--- config.mk ---
export PLATFORM = sky130hd
export DESIGN_NAME = predecode_queue
export DESIGN_NICKNAME = d
export VERILOG_FILES = /design/src/rtl/predecode_queue.sv
export SDC_FILE = /design/constraint.sdc
export NUM_CORES = 1
export LEC_CHECK = 0
export BUFFER_PORTS_ARGS = -buffer_cell sky130_fd_sc_hd__clkbuf_2
export CAP_MARGIN = 20
export CORE_MARGIN = 5
export CORE_UTILIZATION = 30
export DETAILED_ROUTE_END_ITERATION = 6
export MAX_ROUTING_LAYER = met4
export SYNTH_ARGS = -nofsm -noshare
export SYNTH_HDL_FRONTEND = slang
export SYNTH_SLANG_ARGS = --single-unit
--- constraint.sdc ---
create_clock -name clk_i -period 3.7 [get_ports clk_i]
set_input_delay 0.555 -clock clk_i [delete_from_list [all_inputs] [get_ports clk_i]]
set_output_delay 0.555 -clock clk_i [all_outputs]
set_load 0.02 [all_outputs]
--- src/rtl/predecode_queue.sv ---
// Instruction queue between prefetch and decode; each word is predecoded on push and stored with its flags.
// Define PREDECODE_BYPASS_EN to forward a word straight to the head outputs when the queue is empty.
module predecode_queue #(
    parameter int DEPTH      = 4,
    parameter int INST_BITS  = 16,
    parameter int CLASS_BITS = 3
) (
    input  logic                    clk_i,
    input  logic                    reset_i,
    input  logic                    in_valid_i,
    input  logic [INST_BITS-1:0]    in_inst_i,
    output logic                    in_ready_o,
    input  logic                    flush_i,
    output logic                    inst_valid_o,
    output logic [INST_BITS-1:0]    inst_o,
    output logic [CLASS_BITS-1:0]   pd_cls_o,
    output logic                    pd_wide_o,
    output logic                    pd_branch_o,
    output logic                    pd_use_imm8_o,
    output logic                    pd_src1_from_pc_o,
    input  logic                    inst_done_i,
    output logic                    next_valid_o,
    output logic                    next_branch_o,
    output logic [$clog2(DEPTH):0]  count_o
);

    localparam int PTR_W = $clog2(DEPTH);
    localparam int CNT_W = $clog2(DEPTH) + 1;

    localparam logic [CLASS_BITS-1:0] CLS_ALU   = CLASS_BITS'(0);
    localparam logic [CLASS_BITS-1:0] CLS_MOV   = CLASS_BITS'(1);
    localparam logic [CLASS_BITS-1:0] CLS_SWAP  = CLASS_BITS'(2);
    localparam logic [CLASS_BITS-1:0] CLS_SHIFT = CLASS_BITS'(3);

    typedef struct packed {
        logic [CLASS_BITS-1:0] cls;
        logic                  wide;
        logic                  branch;
        logic                  use_imm8;
        logic                  src1_pc;
    } pd_t;

    logic [INST_BITS-1:0] mem_q [DEPTH];
    pd_t                  pd_q  [DEPTH];
    logic [PTR_W-1:0]     rd_ptr_q, rd_ptr_d;
    logic [PTR_W-1:0]     wr_ptr_q, wr_ptr_d;
    logic [CNT_W-1:0]     count_q, count_d;

    pd_t        pd_in;
    logic       b8, e, m, d, z;
    logic [2:0] aaa, mdz;
    logic       full, push, pop, byp_act, byp_consume;

    // Field split {b8,e,aaa,m,rr,d,z,imm6}; rr and imm6 do not affect predecode.
    always_comb begin
        b8    = in_inst_i[INST_BITS-1];
        e     = in_inst_i[INST_BITS-2];
        aaa   = in_inst_i[INST_BITS-3 -: 3];
        m     = in_inst_i[INST_BITS-6];
        d     = in_inst_i[7];
        z     = in_inst_i[6];
        mdz   = {m, d, z};
        pd_in = '0;
        if (b8 | e) begin
            pd_in.wide = ~b8;
            pd_in.cls  = (mdz == 3'b111) ? CLS_SHIFT : CLS_ALU;
        end else if (aaa[2] | aaa[1]) begin
            pd_in.wide = ~aaa[2];
            if (!aaa[0]) begin
                pd_in.use_imm8 = 1'b1;
                pd_in.cls      = m ? CLS_MOV : CLS_ALU;
                pd_in.src1_pc  = ~m;
            end else if (mdz == 3'b101) begin
                pd_in.cls = CLS_SHIFT;
            end else if (mdz == 3'b111) begin
                pd_in.cls = CLS_SWAP;
            end else begin
                pd_in.cls = CLS_MOV;
            end
        end else begin
            pd_in.branch   = 1'b1;
            pd_in.wide     = 1'b1;
            pd_in.use_imm8 = 1'b1;
            pd_in.src1_pc  = 1'b1;
            pd_in.cls      = CLS_ALU;
        end
    end

    always_comb begin
        full        = (count_q == CNT_W'(DEPTH));
        byp_act     = 1'b0;
        byp_consume = 1'b0;
`ifdef PREDECODE_BYPASS_EN
        byp_act     = (count_q == '0) && in_valid_i && !flush_i;
        byp_consume = byp_act && inst_done_i;
`endif
        push     = in_valid_i && !full && !flush_i && !byp_consume;
        pop      = inst_done_i && (count_q != '0) && !flush_i;
        rd_ptr_d = rd_ptr_q;
        wr_ptr_d = wr_ptr_q;
        count_d  = count_q;
        if (flush_i) begin
            rd_ptr_d = '0;
            wr_ptr_d = '0;
            count_d  = '0;
        end else begin
            if (push) wr_ptr_d = wr_ptr_q + PTR_W'(1);
            if (pop)  rd_ptr_d = rd_ptr_q + PTR_W'(1);
            count_d = count_q + CNT_W'(push) - CNT_W'(pop);
        end
    end

    always_ff @(posedge clk_i or posedge reset_i) begin
        if (reset_i) begin
            rd_ptr_q <= '0;
            wr_ptr_q <= '0;
            count_q  <= '0;
            for (int i = 0; i < DEPTH; i++) begin
                mem_q[i] <= '0;
                pd_q[i]  <= '0;
            end
        end else begin
            rd_ptr_q <= rd_ptr_d;
            wr_ptr_q <= wr_ptr_d;
            count_q  <= count_d;
            if (push) begin
                mem_q[wr_ptr_q] <= in_inst_i;
                pd_q[wr_ptr_q]  <= pd_in;
            end
        end
    end

    pd_t                  head_pd;
    logic [INST_BITS-1:0] head_inst;
    logic                 head_valid;
    logic [PTR_W-1:0]     nxt_ptr;

    // Head outputs are forced to zero whenever no entry is presented.
    always_comb begin
        head_valid = (count_q != '0);
        head_inst  = mem_q[rd_ptr_q];
        head_pd    = pd_q[rd_ptr_q];
        if (byp_act) begin
            head_valid = 1'b1;
            head_inst  = in_inst_i;
            head_pd    = pd_in;
        end
        nxt_ptr = rd_ptr_q + PTR_W'(1);

        in_ready_o        = ~full;
        inst_valid_o      = head_valid;
        inst_o            = head_valid ? head_inst : '0;
        pd_cls_o          = head_valid ? head_pd.cls : '0;
        pd_wide_o         = head_valid & head_pd.wide;
        pd_branch_o       = head_valid & head_pd.branch;
        pd_use_imm8_o     = head_valid & head_pd.use_imm8;
        pd_src1_from_pc_o = head_valid & head_pd.src1_pc;
        next_valid_o      = (count_q >= CNT_W'(2));
        next_branch_o     = next_valid_o & pd_q[nxt_ptr].branch;
        count_o           = count_q;
    end

endmodule
**Yosys cells after proc, flatten, opt, wreduce, memory -nomap -nowiden**

Index checks and enable logic that the tools add are counted.

- Add/sub/neg operators: 4
- Order comparisons: 5
- Equality and inequality tests: 3
- Muxes and demuxes: 33
- Bitwise operators: 14
- Reduce and logical (&&, ||, !) cells: 10

Operators by type and width:

| cell | number |
|---|---|
| $bwmux 64 | 1 |
| $mux 16 | 4 |
| $bmux 16 s2 | 1 |
| $demux 16 s2 | 1 |
| $bmux 7 s2 | 2 |
| $bwmux 28 | 1 |
| $mux 7 | 3 |
| $mux 2 | 10 |
| $mux 3 | 5 |
| $demux 7 s2 | 1 |
| $eq 3x3->1 const B | 3 |
| $ge 3x3->1 const B | 3 |
| $not 2->3 | 3 |
| $mux 4 | 2 |
| $and 1x1->1 | 5 |
| $logic_and 1x1->1 | 5 |
| $add 2x1->2 const B | 2 |
| $not 1->1 | 4 |
| $reduce_bool 2->1 | 2 |
| $add 3x1->3 | 1 |
| $ge 3x2->1 const B | 1 |
| $lt 3x1->1 const B | 1 |
| $reduce_bool 3->1 | 1 |
| $sub 3x1->3 | 1 |
| other kinds (3) | 6 |

- Register bits: 99
- Input bits: 21
- Output and inout port bits: 30
- Word-level logic and storage cells: 96

**Longest topological paths before layout**

Gate-level depths: netlist of the first run.

- Depth in word-level cells: 7
- Gate-level depth with buffers: 10
- Mapped depth without buffers: 10

**Worst setup path after synthesis of the first run**

OpenSTA, ideal clock, no wires.

- Path kind: reg-to-output
- From: register count_q[1], in the netlist count_o[1]
- To: output next_branch_o
- Arrival time: 1.613 ns
- Data required time: 3.145 ns
- Path slack: 1.532 ns
- Cell stages (with the launch flop): 4
- Path buffers: 0
- Cells stage by stage: dfrtp_1 -> inv_1 -> or3_2 -> a21boi_0

- Longest elaborated chain between the ends: 2

RTL lines:

| what | line | RTL |
|---|---|---|
| start, declared | 47 | `logic [CNT_W-1:0] count_q, count_d;` |
| start signal, assigned | 125 | `count_q <= count_d;` |
| $ge 3x2->1 | 158 | `next_valid_o = (count_q >= CNT_W'(2));` |
| $and 1x1->1 | 159 | `next_branch_o = next_valid_o & pd_q[nxt_ptr].branch;` |
| end, declared | 23 | `output logic next_branch_o,` |

Every way passes these cells.

**Worst setup path after layout of the first run**

- From: register rd_ptr_q[0]
- To: output next_branch_o

- Longest elaborated chain between the ends: 6

RTL lines:

| what | line | RTL |
|---|---|---|
| start, declared | 45 | `logic [PTR_W-1:0] rd_ptr_q, rd_ptr_d;` |
| start signal, assigned | 123 | `rd_ptr_q <= rd_ptr_d;` |
| $add 2x1->2 | 148 | `nxt_ptr = rd_ptr_q + PTR_W'(1);` |
| $not 2->3 (implied by the code) | 159 |  |
| $bmux 7 s2 | 159 |  |
| $mux 3 (implied by the code) (2 in a row) | 159 |  |
| $and 1x1->1 | 159 |  |

Every way passes these cells. The select of a mux whose other input is x is not followed.

==> reports/qor.yml, run 1 <==
status:
  status: "completed"
pwr:
  power_mw: 4.25
  swShare_pct: 30.7
  power.internal_mw: 2.95
  power_frac_seq_pct: 39.7
  leakage_nw: 2.54
  powerDensity_mw_per_mm2: 770
  peakVddDrop_v: 0.000263
  p_clk_share_pct: 25.2
  combPwrFrac_pct: 35.1
  switchingPower_mw: 1.30
floorplan:
  ios: 51
  dieArea_mm2: 0.0185
  die_x_um: 136
  die_h_um: 136
  core_mm2: 0.0157
  start_util_pct: 30.3
  num_rows: 46
synthesis:
  synth_top_area_share_pct: 49.9
  synth_edf_count: 0
  ys_types: 38
  synth_most_common_cell: "dfrtp_1"
  synth_nets: 340
  synthesis.area_mm2: 0.00477
  syn_area_per_cell_um2: 15.3
  netlist_top_cells_area: "dfrtp_1 (50%), mux2_4 (13%), mux2_2 (11%)"
  yosysWarnings: 0
  synthArstFlopShare_pct: 100
  syn_inst: 311
  synth-main-ff-cell: "dfrtp_1"
  ys_ff_latch: 95
  synthTopCellsByCount: "dfrtp_1 (95), mux2_2 (48), mux2_4 (40), mux4_2 (23), nor2b_1 (23)"
  ys_seq_area_share_pct: 49.9
  synth_area_leader_cell: "dfrtp_1"
sta:
  relSlewSlack_pct: 40.0
  fin_tns_setup_ps: 0
  setup_viol: 0
  drv_slew: 0
  period_needed_ps: 2770
  fmax_ghz: 0.361
  fin_crit_sh_pct: 74.9
  hold_viol_final: 0
  worst_slew_pin_slew_ps: 899
  fin_skew_ps: 5.58
  rsz0062_at_grt: "false"
routing:
  drt-total-wl_mm: 10.1
  detailroute.via_count: 2696
  dr.pass1.iters: 4
  post_drt_wl_per_cell_um: 17.4
  detail_route.iter0.violations: 106
  drc: 0
  detail-route-antenna-nets: 0
  vias_per_cell: 4.66
place:
  gp_congestion: 0.745
  port_buffers: 49
  dp_hpwl_mm: 6.62
worst_setup_path:
  worst-path-buf-inv: 1
  slowest_delay_ps: 930
  cp_max_fo: 25
  r2r_end: "pd_q[2]$_DFFE_PP0P_"
  cp.depth: 3
  required_ps: 3140
  cp_slowest_cell: "dfrtp_2"
  cp.arrival_ps: 2220
  crit_chain: "mux4_2 > a21boi_0 > clkbuf_2"
  crit_start: "rd_ptr_q[0]$_DFFE_PP0P_"
  worstReg2RegStart: "count_o[0]$_DFF_PP0_"
  crit_path_start_kind: "flip-flop"
  reg2reg_slack_ps: 1540
  end_kind: "primary output"
  critical_path.top_delay_family: "flip-flops"
  path_class: "flip-flop to primary output"
  reg2reg_depth: 5
  crit_path_end: "next_branch_o"
cts:
  cts_root_buffer: "clkbuf_16"
  cts_buffers: 9
  clkLatencyLatePin_ps: 340
  clk_pin_slew_ps: 70
  cts-hold-fix-buffers: 0
  h-tree-depth: 3
  cts_tree: "built"
  cts_sinks: 95
  clk_path_buf_depth: 2
  cts_setup_buffers: 0
  cts_resized: 0
layout:
  syn_to_final_growth_pct: 15.7
  layout.nets: 386
  final.fill_count: 1526
  num_antenna_cells: 0
  seq_area_mm2: 0.00238
  drive_gt1_share_pct: 53.0
  multi_input_area_mm2: 0.00217
global_route:
  antenna_found_initial: 0
  grt_pass1_vias: 3005
  grt_use_total_pct: 12.1
  use_met2_pct: 18.2
  grt.met1_usage_pct: 16.5
  grt_max_degree: 52
  grt_pass1_wl_mm: 16.8
  gr-total-overflow: 0
  use_met3_pct: 2.85
  grt-busiest-layer: "met2"
job:
  maxCapViolations: 0
hold_path:
  min_path_type: "input pin to async pin"
state kept, by name, summed over array words and instances (netlist names):
signal,flops
mem_q,64
pd_q,24
count_o,3
rd_ptr_q,2
wr_ptr_q,2
worst register-to-register path, stage by stage, from the launching register on:
cell     delay, ps
dfrtp_1        480
nor3b_4        270
inv_2          110
nand3_1        450
buf_4          370
mux2_2         370
cell usage in the layout, fill, tap and decap left out, types with 2 or more instances in the layout:
cell        n
nor2_1      6
xor2_1      2
mux4_2     23
clkbuf_2   49
o21ai_0     3
and3_1      2
clkinv_2    3
nor2b_1    23
bufinv_16   3
a21oi_1     3
inv_1       9
ha_1        7
mux2_2     48
dfrtp_1    94
clkbuf_16   9
buf_4       8
mux2_4     40
and2_1      2
nand3_1     4
nand2_1     3
power groups by stage:
stage                     sequential (mW)  combinational [mW]  clock [mW]
after floorplan                      1.57                1.26           0
after global placement               1.69                1.50           0
after detailed placement             1.71                1.53           0
after CTS                            1.69                1.53        1.10
after global routing                 1.75                1.63        1.15
final                                1.69                1.49        1.07
final cells by class:
| cell class | count | area share (%) |
|---|---|---|
| clock buffers | 10 | 4.33 |
| clock inverters | 6 | 1.95 |
| inverters | 11 | 0.771 |
| multi-input cells | 183 | 39.4 |
| flip-flops and latches | 95 | 43.1 |
| well taps | 216 | 4.90 |
| repair buffers | 57 | 5.53 |
worst min-delay path by stage:
stage | slack [ps] | cells past startpoint | end | startpoint
after floorplan | 470 | 1 | mem_q[31]$_DFFE_PP0P_ | mem_q[31]$_DFFE_PP0P_
after global placement | 480 | 1 | mem_q[30]$_DFFE_PP0P_ | mem_q[30]$_DFFE_PP0P_
after detailed placement | 490 | 1 | mem_q[27]$_DFFE_PP0P_ | mem_q[27]$_DFFE_PP0P_
after CTS | 380 | 2 | mem_q[59]$_DFFE_PP0P_ | reset_i
after global routing | 440 | 2 | mem_q[38]$_DFFE_PP0P_ | reset_i
final | 360 | 2 | mem_q[59]$_DFFE_PP0P_ | reset_i
logic make-up (layout without fill, tap and decap cells):
kind of cell,Yosys count,after routing,share of synthesized area (%)
DFF,95,95,49.9
other,1,1,0.0786
muxes,111,111,34.8
and+or+nand+nor,46,46,5.83
xor gates and xnor gates,3,3,0.551
buffers and inverters,33,84,4.64
AOI/OAI and AO/OA,14,14,1.99
adders and majority gates,8,8,2.26
metrics by stage:
stage | worst slack, ps | area [um^2] | hold WS (ps) | utilization (%) | instances
2_1_floorplan | 668 | 4770 | 474 | - | 311
3_3_place_gp | 1230 | 5170 | 482 | 32.9 | 562
3_5_place_dp | 1230 | 5170 | 488 | 32.9 | 562
4_1_cts | 851 | 5520 | 384 | 35.1 | 578
5_1_grt | 738 | 5520 | 442 | 35.1 | 578
6_report | 928 | 5520 | 357 | 35.1 | 578
metal layers:
metal / wire [um] / up-vias
met5: 0 / -
met4: 99 / 0
met3: 389 / 12
met2: 4820 / 57
met1: 4760 / 1418
li1: - / 1209
Power figures use the tool's default switching activity.
==> run 2, diff against run 1 <==
Clock period 3.7 ns to 2.9 ns, I/O delays scaled along.
==> run 2 against run 1 <==
  * Utilization is 0.25 points higher
  * Total power grew 27%
  * Routed wire length fell by 2.5%
  * Clock skew decreased by 0.65 ps
  * Non-clock buffer count rose by 3
  * Count of clock-buffer cells in the layout decreased by 1
  * Final cell count increased by 0.35%
  * Via count is 1.6% lower
  * Combinational power up 33%
  * Worst hold slack worse by 130 ps
  * Die area did not move
  * Register-to-register slack worse by 770 ps
  * Critical path type unchanged
==> reports/qor.yml, run 2 (synthesis results as in run 1) <==
sta:
  relSlewSlack_pct: 49.7
  fin_ws_ps: 399
  setup_viol: 0
  whs_ps: 223
  fin_tns_setup_ps: 0
  fin_skew_ps: 4.94
  fin_crit_sh_pct: 86.2
  drv_slew: 0
  worst_slew_pin_slew_ps: 754
  hold_viol_final: 0
  rsz0062_at_grt: "false"
  fmax_ghz: 0.400
  period_needed_ps: 2500
hold_path:
  min_path_type: "input pin to async pin"
cts:
  cts-hold-fix-buffers: 0
  cts_setup_buffers: 0
  cts_buffers: 9
  cts_resized: 0
  clk_pin_slew_ps: 60
  clkLatencyLatePin_ps: 340
  cts_tree: "built"
  cts_root_buffer: "clkbuf_16"
  h-tree-depth: 3
  cts_sinks: 95
  clk_path_buf_depth: 2
worst_setup_path:
  required_ps: 2470
  path_class: "flip-flop to primary output"
  end_kind: "primary output"
  critical_path.top_delay_family: "flip-flops"
  worst-path-buf-inv: 2
  cp.arrival_ps: 2070
  cp_slowest_cell: "dfrtp_2"
  crit_chain: "buf_12 > mux4_2 > a21boi_0 > clkbuf_2"
  crit_path_start_kind: "flip-flop"
  cp_max_fo: 16
  slowest_delay_ps: 610
global_route:
  antenna_found_initial: 0
  gr-total-overflow: 0
  grt_pass1_wl_mm: 16.4
  grt_pass1_vias: 2998
  grt_use_total_pct: 11.9
  grt_max_degree: 59
layout:
  fin_util_pct: 35.4
  layout_commonest_cell: "dfrtp_1"
  multi_input_area_mm2: 0.00217
  layout.nets: 389
  largest_register_ffs: 64
  largest_register: "mem_q"
  syn_to_final_growth_pct: 16.5
  final_cell_mix: "dfrtp_1 (94), clkbuf_2 (49), mux2_2 (48), mux2_4 (40)"
  seq_area_mm2: 0.00238
  finalNonFillerCells: 580
  stdcell_area_mm2: 0.00556
  drive_gt1_share_pct: 53.3
  num_antenna_cells: 0
  final.fill_count: 1509
pwr:
  switchingPower_mw: 1.65
  power_mw: 5.41
  peakVddDrop_v: 0.000346
  power.internal_mw: 3.76
  leakage_nw: 2.55
  powerDensity_mw_per_mm2: 974
  power_frac_seq_pct: 38.8
  combPwrFrac_pct: 36.7
  p_clk_share_pct: 24.5
  swShare_pct: 30.6
status:
  status: "completed"
job:
  maxCapViolations: 0
routing:
  post_drt_wl_per_cell_um: 16.9
  detail_route.iter0.violations: 183
  dr.pass1.iters: 4
  drc: 0
  detailroute.via_count: 2654
  detail-route-antenna-nets: 0
  drt-total-wl_mm: 9.81
  vias_per_cell: 4.58
floorplan:
  ios: 51
  core_mm2: 0.0157
  die_h_um: 136
  num_rows: 46
  die_x_um: 136
  dieArea_mm2: 0.0185
  start_util_pct: 30.3
place:
  placed_area_mm2: 0.00522
  place_ws_ps: 732
  dp_hpwl_mm: 6.45
  port_buffers: 49
  dp_cells: 565
  gp_congestion: 0.716
[run 2: layer usage]
| metal | vias up | track usage (%) | routed length, um |
|---|---|---|---|
| li1 | 1214 | - | - |
| met1 | 1390 | 15.8 | 4750 |
| met2 | 40 | 18.1 | 4610 |
| met3 | 10 | 3.00 | 313 |
| met4 | 0 | 3.53 | 133 |
| met5 | - | - | 0 |
[run 2: worst paths after layout]
kind,from,endpoint,slack (ps),cells past startpoint
worst min register to register,mem_q[16]$_DFFE_PP0P_,mem_q[16]$_DFFE_PP0P_,500,1
min in group clk_i,flush_i,wr_ptr_q[1]$_DFFE_PP0P_,380,2
worst min-delay path,reset_i,mem_q[58]$_DFFE_PP0P_,220,3
worst max-delay path,rd_ptr_q[0]$_DFFE_PP0P_,next_branch_o,400,4
worst max register to register,count_o[0]$_DFF_PP0_,count_o[2]$_DFF_PP0_,770,9
max in group asynchronous,reset_i,rd_ptr_q[0]$_DFFE_PP0P_,2020,3
[run 2: layout make-up]
type,count,share of cell area (%)
tap,216,4.86
multi-input combinational,183,39.1
clock inverter,6,1.98
timing repair buffer,60,6.35
sequential,95,42.8
clock buffer,9,4.05
inverter,11,0.811
[run 2: power by group through the flow]
stage	Combinational, mW	Clock, mW	Sequential (mW)
final	1.98	1.33	2.10
after global routing	2.17	1.42	2.18
after CTS	2.04	1.37	2.11
after detailed placement	2.04	0	2.12
after global placement	2.00	0	2.10
after floorplan	1.60	0	2.00
[run 2: tightest hold or removal path, cell delays in order]
cell and delay (ps):
clkbuf_2 100, clkinvlp_4 60, buf_4 410
